===== src/rtl/serial_adder.sv =====
`default_nettype none
// ============================================================================
// Module      : serial_adder (with full_adder cell)
// Description : Bit-serial WIDTH-bit adder. Operands are captured on a start
//               pulse, added LSB-first one bit per clock through a single
//               reused full_adder cell, and the result is presented in
//               parallel together with a one-cycle done strobe.
// Revision    : 1.0 - initial release
// ============================================================================

// ----------------------------------------------------------------------------
// full_adder : single-bit combinational adder cell
// ----------------------------------------------------------------------------
module full_adder (
    input  logic i_a,
    input  logic i_b,
    input  logic i_ci,
    output logic o_s,
    output logic o_co
);

    assign o_s  = i_a ^ i_b ^ i_ci;
    assign o_co = (i_a & i_b) | (i_ci & (i_a ^ i_b));

endmodule

// ----------------------------------------------------------------------------
// serial_adder : sequencing stage around one full_adder instance
// ----------------------------------------------------------------------------
module serial_adder #(
    parameter int WIDTH = 8
) (
    input  logic             clk,
    input  logic             rst,
    input  logic             start,
    input  logic [WIDTH-1:0] a,
    input  logic [WIDTH-1:0] b,
    input  logic             cin,
    output logic             busy,
    output logic             done,
    output logic [WIDTH-1:0] sum,
    output logic             carry
);

    // Counter only has to reach WIDTH-1, so $clog2(WIDTH) bits suffice.
    localparam int CNT_W = (WIDTH > 1) ? $clog2(WIDTH) : 1;
    localparam logic [CNT_W-1:0] c_LAST = CNT_W'(WIDTH - 1);

    typedef enum logic [1:0] {
        ST_IDLE = 2'd0,
        ST_RUN  = 2'd1,
        ST_DONE = 2'd2
    } state_t;

    state_t           r_state;
    state_t           w_state_nxt;

    logic [WIDTH-1:0] r_a;
    logic [WIDTH-1:0] r_b;
    logic [WIDTH-1:0] r_psum;
    logic             r_cff;
    logic [CNT_W-1:0] r_cnt;
    logic [WIDTH-1:0] r_sum;
    logic             r_carry;

    logic             w_fa_s;
    logic             w_fa_co;
    logic             w_accept;
    logic             w_step;
    logic             w_last;

    // The one and only adder cell; it sees the current LSBs and the carry FF.
    full_adder u_fa (
        .i_a  (r_a[0]),
        .i_b  (r_b[0]),
        .i_ci (r_cff),
        .o_s  (w_fa_s),
        .o_co (w_fa_co)
    );

    assign w_accept = (r_state == ST_IDLE) && start;
    assign w_step   = (r_state == ST_RUN);
    assign w_last   = w_step && (r_cnt == c_LAST);

    // State register; reset wins over any pending start.
    always_ff @(posedge clk) begin
        if (rst) begin
            r_state <= ST_IDLE;
        end else begin
            r_state <= w_state_nxt;
        end
    end

    // Next-state logic: IDLE waits for start, RUN lasts WIDTH cycles, DONE is one cycle.
    always_comb begin
        w_state_nxt = r_state;
        case (r_state)
            ST_IDLE: if (start)  w_state_nxt = ST_RUN;
            ST_RUN:  if (w_last) w_state_nxt = ST_DONE;
            ST_DONE: w_state_nxt = ST_IDLE;
            default: w_state_nxt = ST_IDLE;
        endcase
    end

    // Operand shift registers, carry FF, partial sum and bit counter.
    always_ff @(posedge clk) begin
        if (rst) begin
            r_a    <= '0;
            r_b    <= '0;
            r_psum <= '0;
            r_cff  <= 1'b0;
            r_cnt  <= '0;
        end else if (w_accept) begin
            r_a    <= a;
            r_b    <= b;
            r_psum <= '0;
            r_cff  <= cin;
            r_cnt  <= '0;
        end else if (w_step) begin
            r_a    <= r_a >> 1;
            r_b    <= r_b >> 1;
            r_psum <= {w_fa_s, r_psum[WIDTH-1:1]};
            r_cff  <= w_fa_co;
            r_cnt  <= r_cnt + 1'b1;
        end
    end

    // Result registers only move on the final bit, so partial sums never leak out.
    always_ff @(posedge clk) begin
        if (rst) begin
            r_sum   <= '0;
            r_carry <= 1'b0;
        end else if (w_last) begin
            r_sum   <= {w_fa_s, r_psum[WIDTH-1:1]};
            r_carry <= w_fa_co;
        end
    end

    assign busy  = (r_state == ST_RUN);
    assign done  = (r_state == ST_DONE);
    assign sum   = r_sum;
    assign carry = r_carry;

endmodule
`default_nettype wire


===== config.mk =====
export PLATFORM = sky130hd
export DESIGN_NAME = serial_adder
export DESIGN_NICKNAME = d
export VERILOG_FILES = /design/src/rtl/serial_adder.sv
export SDC_FILE = /design/constraint.sdc
export NUM_CORES = 1
export LEC_CHECK = 0
export CAP_MARGIN = 20
export CORE_UTILIZATION = 41
export CTS_CLUSTER_DIAMETER = 80
export CTS_CLUSTER_SIZE = 28
export DETAILED_ROUTE_END_ITERATION = 6
export PLACE_DENSITY_LB_ADDON = 0.15
export RECOVER_POWER = 25
export SYNTH_ARGS = -nofsm -noshare
export SYNTH_HDL_FRONTEND = slang
export SYNTH_SLANG_ARGS = --single-unit

===== constraint.sdc =====
create_clock -name clk -period 1.6 [get_ports clk]
set_input_delay 0.32 -clock clk [delete_from_list [all_inputs] [get_ports clk]]
set_output_delay 0.32 -clock clk [all_outputs]
set_load 0.005 [all_outputs]

==> results_dict.tcl <==
set metrics [dict create \
    clock_latency_ps 290 \
    netlist_instances 190 \
    cp-end-kind "flip-flop" \
    startpoint "start" \
    grt_pass1_vias 1278 \
    clock-sinks 38 \
    max_clock_freq_mhz 674 \
    relSlewSlack 0.737 \
    clockRootBuffer "clkbuf_8" \
    syn_to_final_growth_pct 28.8 \
    ioPinCount 31 \
    overflow 0 \
    worstRegToRegCells 5 \
    antenna_cells 0 \
    postRouteAntennaNets 0 \
    avgSynthCellArea_sq_um 8.11 \
    drv_cap 0 \
    final_net_count 247 \
    cts_buffer_depth 2 \
    core_sq_um 3470 \
    wl_um 3190 \
    peakVddDrop_v 0.000496 \
    post_cts_buffers 0 \
    yosys.cell_types.count 25 \
    setup_viol 0 \
    cp_max_fo 14 \
    wire_per_inst_um 11.8 \
    antenna_found_initial 0 \
    vias 1360 \
    rows 21 \
    outcome "completed" \
    fin_crit_sh 0.927 \
    drive_gt1_frac 0.107 \
    finalSetupTns_ps 0 \
    place_congestion 0.870 \
    finalHoldViolations 0 \
    cts_tree "done" \
    grt_usage 0.181 \
    initial_utilization 0.444 \
    post-dp-hpwl_um 2270 \
    grt_pass1_wl_um 5520 \
    crit_arrival_ps 1670 \
    finalMaxSlewViolations 0 \
    rsz0062_at_grt "no" \
    power_mw 1.90 \
    powerDensity_nw_per_um2 959 \
    htreeDepth 2 \
    drc 0 \
    r2r_setup_slack_ps 220 \
    fin_skew_ps 3.06 \
    ys_ff_latch 38 \
    worstSetupPathType "primary input to flip-flop" \
    fp.dieW_um 63.3 \
    p_leak_nw 0.768 \
    tightest_slew_ps 393 \
    worstReg2RegEnd "r_a[1]" \
    crit_end "r_a[1]" \
    ys_warn_count 0 \
    hold_path.class "flip-flop to flip-flop" \
    io_buffers 30 \
    synth_nets 213 \
    critPathLaunchType "primary input" \
    firstDrtPassIters 4 \
    synthesis.area_sq_um 1540 \
    first_iter_violations 78 \
    fin_crit_ps 1480 \
    die_h_um 63.3 \
    cts.clk_slew.worst_paths_ps 70 \
    die-area_sq_um 4010 \
    cp.required_ps 1790 \
    synth_seq_area_share 0.494 \
    cts_made_buffers 5 \
    vias_per_cell 5.02 \
    r2r-start "r_state[1]" \
    grt_start_max_net_pins 25 \
]
## registers in the layout, indices dropped and copies added, names as in the netlist
name	cells
r_cff	1
r_psum	7
r_cnt	3
sum	8
r_state	2
carry	1
r_a	8
r_b	8
## layer usage
layer,GRT usage,vias to the layer above,part of all wire
met4,0.116,0,0.018
li1,-,697,-
met5,0,-,0
met3,0.0525,7,0.050
met1,0.203,626,0.43
met2,0.297,30,0.50
## cell families (layout without fill, tap and decap cells)
family / count (synthesis) / after routing / synth area share
AO/OA/AOI/OAI: 23 / 23 / 0.0780
XOR/XNOR: 1 / 1 / 0.00569
adder cells (fa/ha/maj): 3 / 3 / 0.0292
buffers and inverters: 16 / 51 / 0.0690
flip-flops: 38 / 38 / 0.494
multiplexers: 1 / 1 / 0.00650
AND/OR/NAND/NOR: 108 / 108 / 0.318
## layout by cell type (no fill, tap or decap), drive strengths merged, types with 3 or more instances in the layout
cell type,instances
a21oi,20
buf,8
clkbuf,10
clkdlybuf4s50,27
dfxtp,38
nand2,27
nand3,9
nand3b,3
nor2,48
nor4,15
## cell type report
cell class	count	area, sq um
inverter	2	7.51
multi-input combinational	136	681
clock inverter	1	5.00
timing repair buffer	41	384
sequential	38	763
fill	352	1480
tap	46	57.6
clock buffer	7	86.3
## cells in the mapped netlist
| library cell | number | area (sq um) |
|---|---|---|
| a21oi_1 | 20 | 100 |
| buf_1 | 1 | 3.75 |
| buf_2 | 4 | 20.0 |
| buf_4 | 1 | 7.51 |
| buf_6 | 5 | 56.3 |
| clkbuf_1 | 3 | 11.3 |
| dfxtp_1 | 38 | 761 |
| fa_1 | 1 | 20.0 |
| ha_1 | 2 | 25.0 |
| inv_1 | 1 | 3.75 |
| inv_2 | 1 | 3.75 |
| mux2i_1 | 1 | 10.0 |
| nand2_1 | 27 | 101 |
| nand2b_1 | 2 | 12.5 |
| nand3_1 | 9 | 45.0 |
| nand3b_1 | 3 | 22.5 |
| nor2_1 | 45 | 169 |
| nor2_2 | 3 | 18.8 |
| nor2b_1 | 2 | 12.5 |
| nor3_1 | 1 | 5.00 |
| nor4_1 | 15 | 93.8 |
| o21ai_0 | 2 | 10.0 |
| o21ba_2 | 1 | 10.0 |
| or3b_1 | 1 | 8.76 |
| xnor2_1 | 1 | 8.76 |
## per-stage QoR
stage	setup slack (ps)	util	cells	hold WS [ps]	instance area (sq um)
6_report	116	0.572	271	454	1980
5_1_grt	51.3	0.572	271	473	1980
4_1_cts	140	0.578	271	456	2010
3_5_place_dp	-110	0.550	263	447	1910
3_3_place_gp	-56.8	0.550	263	442	1910
2_1_floorplan	296	-	190	436	1540
## power breakdown
group / switching (mW) / internal, mW
registers: 0.0262 / 0.990
logic: 0.111 / 0.111
clock network: 0.319 / 0.347
## how the worst min path moves through the flow
stage               startpoint        end  slack (ps)  depth (start not counted)
detailed placement      sum[0]     sum[0]         450                          2
CTS                     sum[0]     sum[0]         460                          2
global placement        sum[2]     sum[2]         440                          2
global route            sum[3]     sum[3]         470                          2
floorplan            r_psum[1]  r_psum[1]         440                          2
finish                  sum[1]     sum[1]         450                          2
## what timing repair did
action                                  4_1_cts  5_1_grt
endpoints found under the setup margin        2        0
hold buffers                                  0        0
gates resized for setup                       5        0
## critical path: stages
cell and delay, ps:
dlygate4sd3_1 550, or3b_1 400, buf_4 210, nor2_1 120, nor4_1 60
Note: power is estimated with default switching activity, not from simulation.
